===== config.mk =====
export PLATFORM = sky130hd
export DESIGN_NAME = systolic_result_accumulator
export DESIGN_NICKNAME = d
export VERILOG_FILES = /design/src/rtl/systolic_pkg.sv /design/src/rtl/sat_clip.sv /design/src/rtl/systolic_result_accumulator.sv
export SDC_FILE = /design/constraint.sdc
export NUM_CORES = 1
export LEC_CHECK = 0
export CORE_ASPECT_RATIO = 0.75
export CORE_MARGIN = 5
export CORE_UTILIZATION = 60
export CTS_BUF_LIST = sky130_fd_sc_hd__clkbuf_4
export DETAILED_ROUTE_END_ITERATION = 7
export PLACE_DENSITY_LB_ADDON = 0.15
export REMOVE_ABC_BUFFERS = 1
export SYNTH_ARGS = -nofsm -noshare
export SYNTH_HDL_FRONTEND = slang
export SYNTH_SLANG_ARGS = --single-unit
export TNS_END_PERCENT = 10

===== constraint.sdc =====
create_clock -name clk -period 6.9 [get_ports clk]
set_clock_uncertainty 0.1 [all_clocks]
set_input_delay 1.725 -clock clk [delete_from_list [all_inputs] [get_ports clk]]
set_output_delay 1.725 -clock clk [all_outputs]
set_load 0.1 [all_outputs]

===== src/rtl/systolic_pkg.sv =====
// rtl/systolic_pkg.sv - shared widths, state enum and word indices for the systolic result path
package systolic_pkg;

  localparam int ARRAY_RES_W = 17;
  localparam int DEF_ACC_W   = 24;
  localparam int DEF_OUT_W   = 16;

  typedef enum logic {
    ST_ACCUM = 1'b0,
    ST_DRAIN = 1'b1
  } acc_state_t;

  localparam logic [1:0] IDX_C11 = 2'd0;
  localparam logic [1:0] IDX_C12 = 2'd1;
  localparam logic [1:0] IDX_C21 = 2'd2;
  localparam logic [1:0] IDX_C22 = 2'd3;

endpackage


===== src/rtl/sat_clip.sv =====
// rtl/sat_clip.sv - combinational signed clip from IN_W to OUT_W with a clipped flag
module sat_clip #(
  parameter int IN_W  = 24,
  parameter int OUT_W = 16
) (
  input  logic signed [IN_W-1:0]  din,
  output logic signed [OUT_W-1:0] dout,
  output logic                    clipped
);

  localparam logic signed [IN_W-1:0] MAX_V = {{(IN_W-OUT_W+1){1'b0}}, {(OUT_W-1){1'b1}}};
  localparam logic signed [IN_W-1:0] MIN_V = {{(IN_W-OUT_W+1){1'b1}}, {(OUT_W-1){1'b0}}};

  always_comb begin
    dout    = din[OUT_W-1:0];
    clipped = 1'b0;
    if (din > MAX_V) begin
      dout    = MAX_V[OUT_W-1:0];
      clipped = 1'b1;
    end else if (din < MIN_V) begin
      dout    = MIN_V[OUT_W-1:0];
      clipped = 1'b1;
    end
  end

endmodule


===== src/rtl/systolic_result_accumulator.sv =====
// rtl/systolic_result_accumulator.sv - accumulates 2x2 tile results over K and streams saturated words
module systolic_result_accumulator
  import systolic_pkg::*;
#(
  parameter int ACC_W = DEF_ACC_W,
  parameter int OUT_W = DEF_OUT_W
) (
  input  logic                          clk,
  input  logic                          rst,
  input  logic signed [ARRAY_RES_W-1:0] c11,
  input  logic signed [ARRAY_RES_W-1:0] c12,
  input  logic signed [ARRAY_RES_W-1:0] c21,
  input  logic signed [ARRAY_RES_W-1:0] c22,
  input  logic                          tile_done,
  input  logic                          last_tile,
  output logic                          acc_ready,
  output logic                          out_valid,
  input  logic                          out_ready,
  output logic signed [OUT_W-1:0]       out_data,
  output logic [1:0]                    out_idx,
  output logic                          out_last,
  output logic                          out_sat,
  output logic                          overrun
);

  acc_state_t state, state_nxt;
  logic [1:0] idx, idx_nxt;

  logic signed [ARRAY_RES_W-1:0] c_in [4];
  logic signed [ACC_W-1:0]       acc [4];
  logic signed [ACC_W-1:0]       sum [4];
  logic signed [OUT_W-1:0]       clip [4];
  logic [3:0]                    clip_flag;
  logic signed [OUT_W-1:0]       buf_data [4];
  logic [3:0]                    buf_flag;
  logic                          accept;

  assign c_in[0] = c11;
  assign c_in[1] = c12;
  assign c_in[2] = c21;
  assign c_in[3] = c22;

  // Sum wraps at ACC_W; only the value loaded into the output buffer is clipped.
  for (genvar g = 0; g < 4; g++) begin : g_lane
    assign sum[g] = acc[g] + {{(ACC_W-ARRAY_RES_W){c_in[g][ARRAY_RES_W-1]}}, c_in[g]};
    sat_clip #(.IN_W(ACC_W), .OUT_W(OUT_W)) u_clip (
      .din     (sum[g]),
      .dout    (clip[g]),
      .clipped (clip_flag[g])
    );
  end

  assign accept = tile_done && (state == ST_ACCUM);

  always_ff @(posedge clk) begin
    if (rst) begin
      state <= ST_ACCUM;
      idx   <= IDX_C11;
    end else begin
      state <= state_nxt;
      idx   <= idx_nxt;
    end
  end

  always_comb begin
    state_nxt = state;
    idx_nxt   = idx;
    case (state)
      ST_ACCUM: begin
        if (tile_done && last_tile) begin
          state_nxt = ST_DRAIN;
          idx_nxt   = IDX_C11;
        end
      end
      ST_DRAIN: begin
        if (out_ready) begin
          if (idx == IDX_C22) begin
            state_nxt = ST_ACCUM;
            idx_nxt   = IDX_C11;
          end else begin
            idx_nxt = idx + 2'd1;
          end
        end
      end
      default: begin
        state_nxt = ST_ACCUM;
        idx_nxt   = IDX_C11;
      end
    endcase
  end

  always_ff @(posedge clk) begin
    if (rst) begin
      for (int i = 0; i < 4; i++) begin
        acc[i]      <= '0;
        buf_data[i] <= '0;
      end
      buf_flag <= '0;
      overrun  <= 1'b0;
    end else begin
      if (accept) begin
        for (int i = 0; i < 4; i++) begin
          if (last_tile) begin
            buf_data[i] <= clip[i];
            acc[i]      <= '0;
          end else begin
            acc[i] <= sum[i];
          end
        end
        if (last_tile) buf_flag <= clip_flag;
      end
      if (tile_done && (state != ST_ACCUM)) overrun <= 1'b1;
    end
  end

  assign acc_ready = (state == ST_ACCUM);
  assign out_valid = (state == ST_DRAIN);
  assign out_idx   = idx;
  assign out_data  = buf_data[idx];
  assign out_sat   = buf_flag[idx];
  assign out_last  = out_valid && (idx == IDX_C22);

endmodule


==> results.cfg <==
[status]
status = completed

[pwr]
leakage_uw = 0.00539
switching_power_uw = 1160
seq_power_share_pct = 42.2
clkPwrFrac_pct = 20.4
vdd_drop_max_uv = 127
power.total_uw = 3010
swShare_pct = 38.4
combPwrFrac_pct = 37.5
p_int_uw = 1860
powerDensity_nw_per_um2 = 218

[global_route]
antenna_found_initial = 0
grt_pass1_wl_um = 52900
grt_pass1_vias = 9853
grt_overflow_total = 0
grt_max_degree = 58
grtUsageTotal_pct = 27.9

[sta]
rsz0062_at_grt = false
final_hold_viol_count = 0
tightest_slew_ps = 1110
finalSetupViolCount = 0
fin_crit_ps = 5350
setup_tns_ps = 0
fin_crit_sh_pct = 77.5
fmax_mhz = 187
drv_slew = 0
relSlewSlack_pct = 25.9

[detailed_routing]
drt-total-wl_um = 33500
wl_per_cell_um = 20.7
drt-initial-drc-count = 1338
drc = 0
antenna_left = 0
drtPass1Iterations = 5
num_vias = 10500
viasPerCell = 6.46

[floorplan]
rows = 45
die_y_um = 135
die_w_um = 177
io_pins = 96
core_um2 = 20300
die_area_um2 = 23800
start_util_pct = 61.4

[critical_path]
required_ps = 7090
worst_setup_path_end_kind = register
crit_fanout = 15
critPathKind = in -> reg
cp-start-kind = input port
cp_data_arrival_time_ps = 5540

[placement]
dp_cells = 1586
dp_hpwl_um = 25300
io_buffers = 95
gp_congestion = 0.964
dpl_cell_area_um2 = 13500

[logic_synthesis]
syn_area_um2 = 12500
yosysUniqueCellTypes = 89
synth_async_sr_flop_share_pct = 0
ys_seq_area_share_pct = 40.1
synthFlopType = edfxtp_1
synth.top_cells.by_area = edfxtp_1 38%, ha_1 9.3%, a21oi_1 4.7%, nor2_1 4.3%, mux4_2 3.1%
synth.most_common_cell = edfxtp_1
ys_warn_count = 0
ys_ff_latch = 170
avgSynthCellArea_um2 = 9.85
synth.top_cell.area_share_pct = 38.5
netlist_instances = 1267
synth_edf_count = 160
netlist_top_cells_count = 160 x edfxtp_1, 144 x nor2_1, 116 x a21oi_1
synth.largest_area_cell = edfxtp_1

[cts]
post-cts-setup-buffers = 0
cts.path.max_buffers = 2
cts_hold_buf = 0
cts_root_buf = clkbuf_4
post_cts_resized = 0
numClockSinks = 170
cts-buffers-inserted = 17
clk_latency_ps = 590
h-tree-depth = 4
clkTransAtPathRegs_ps = 130
cts_tree = done

[finish]
finish.instance_area_um2 = 13800
multi_input_area_um2 = 7080
seq_area_um2 = 5000
fill_cells = 1608
drive_above_1_share_pct = 7.78
fin_nets = 1493
layout.cells.non_filler = 1619
area_delta_synth_final_pct = 10.7

[run]
cap_violations = 0

[hold_path]
worstHoldPathType = reg -> reg
final timing paths:
path	slack [ps]	to	depth (start not counted)	start
max reg2reg	2730	buf_data[2][2]$_SDFFCE_PN0P_	11	acc[2][0]$_SDFFCE_PN0P_
max	1550	buf_data[2][2]$_SDFFCE_PN0P_	12	c21[0]
min reg2reg	400	overrun$_SDFFE_PP0P_	2	overrun$_SDFFE_PP0P_
min	400	overrun$_SDFFE_PP0P_	2	overrun$_SDFFE_PP0P_
power by group through the flow:
stage	clock network, µW	registers, µW	logic, µW
6_report	614	1270	1130
3_3_place_gp	0	1290	1090
2_1_floorplan	0	1280	796
5_1_grt	667	1280	1220
4_1_cts	616	1270	1110
3_5_place_dp	0	1290	1100
per-stage QoR:
step                      hold slack (ps)  utilization [%]  worst slack (ps)
after global routing                  420             68.0              1410
after global placement                358             66.6              1120
after CTS                             404             68.0              1620
after detailed placement              376             66.6               981
final                                 400             68.0              1550
after floorplan                       342                -              1970
cells in the final DEF (no fill, tap or decap), types with 5 or more instances in the layout:
| cell type | instances |
|---|---|
| o311ai_0 | 7 |
| o21ai_0 | 49 |
| buf_4 | 8 |
| mux4_2 | 17 |
| and3_1 | 11 |
| nand4_1 | 31 |
| and4_1 | 8 |
| a31oi_1 | 21 |
| a211oi_1 | 11 |
| o21ai_2 | 10 |
| nand3_1 | 32 |
| nor4_1 | 10 |
| nor2_1 | 144 |
| a21oi_1 | 116 |
| dfxtp_1 | 10 |
| a21o_1 | 35 |
| xnor2_1 | 40 |
| nand2_1 | 98 |
| clkbuf_4 | 22 |
| o31ai_1 | 17 |
| ha_1 | 93 |
| a31o_2 | 5 |
| o21bai_1 | 8 |
| nor3_1 | 34 |
| nand2b_1 | 7 |
| and2_1 | 24 |
| edfxtp_1 | 160 |
| o21a_1 | 14 |
| or3_1 | 7 |
| clkdlybuf4s50_1 | 95 |
| inv_1 | 25 |
| o21ai_1 | 7 |
| o211ai_1 | 8 |
| nor2b_1 | 13 |
| a211o_1 | 5 |
| xor2_1 | 37 |
cell families after synthesis:
kind of cell | Yosys count | share of synthesized area (%)
compound gates | 364 | 20.1
xor+xnor | 77 | 5.40
simple gates | 448 | 17.9
flops | 170 | 40.1
buf+inv | 92 | 3.35
mux | 19 | 3.23
fa+ha+maj | 97 | 9.96
layer usage:
layer  GRT usage, %  share of wire [%]  up-vias
li1               -                  -     4950
met1           43.1                 46     4979
met2           41.3                 43      503
met3           5.93                9.5       30
met4           4.73                1.2        0
met5              0                  0        -
critical path: stages:
cell and delay, ps:
clkdlybuf4s50_1 410, ha_1 230, fa_1 430, a21o_1 230, a221oi_4 350, nor3_4 100
o311ai_1 460, a31oi_1 180, xnor2_1 440, nor3_2 120, a41oi_2 710, o31ai_1 150
area by class of cell:
type                       count  area share, %
timing repair buffer         103           7.31
clock inverter                10          0.842
antenna                        1         0.0181
clock buffer                  22           1.19
multi-input combinational   1005           51.2
sequential                   170           36.2
inverter                      26          0.706
tap                          282           2.55
state kept, by name, summed over array words and instances (netlist names), named ones only:
register / cells
buf_data: 64
buf_flag: 4
out_valid: 1
out_idx: 2
overrun: 1
acc: 96
Power figures use the tool's default switching activity.
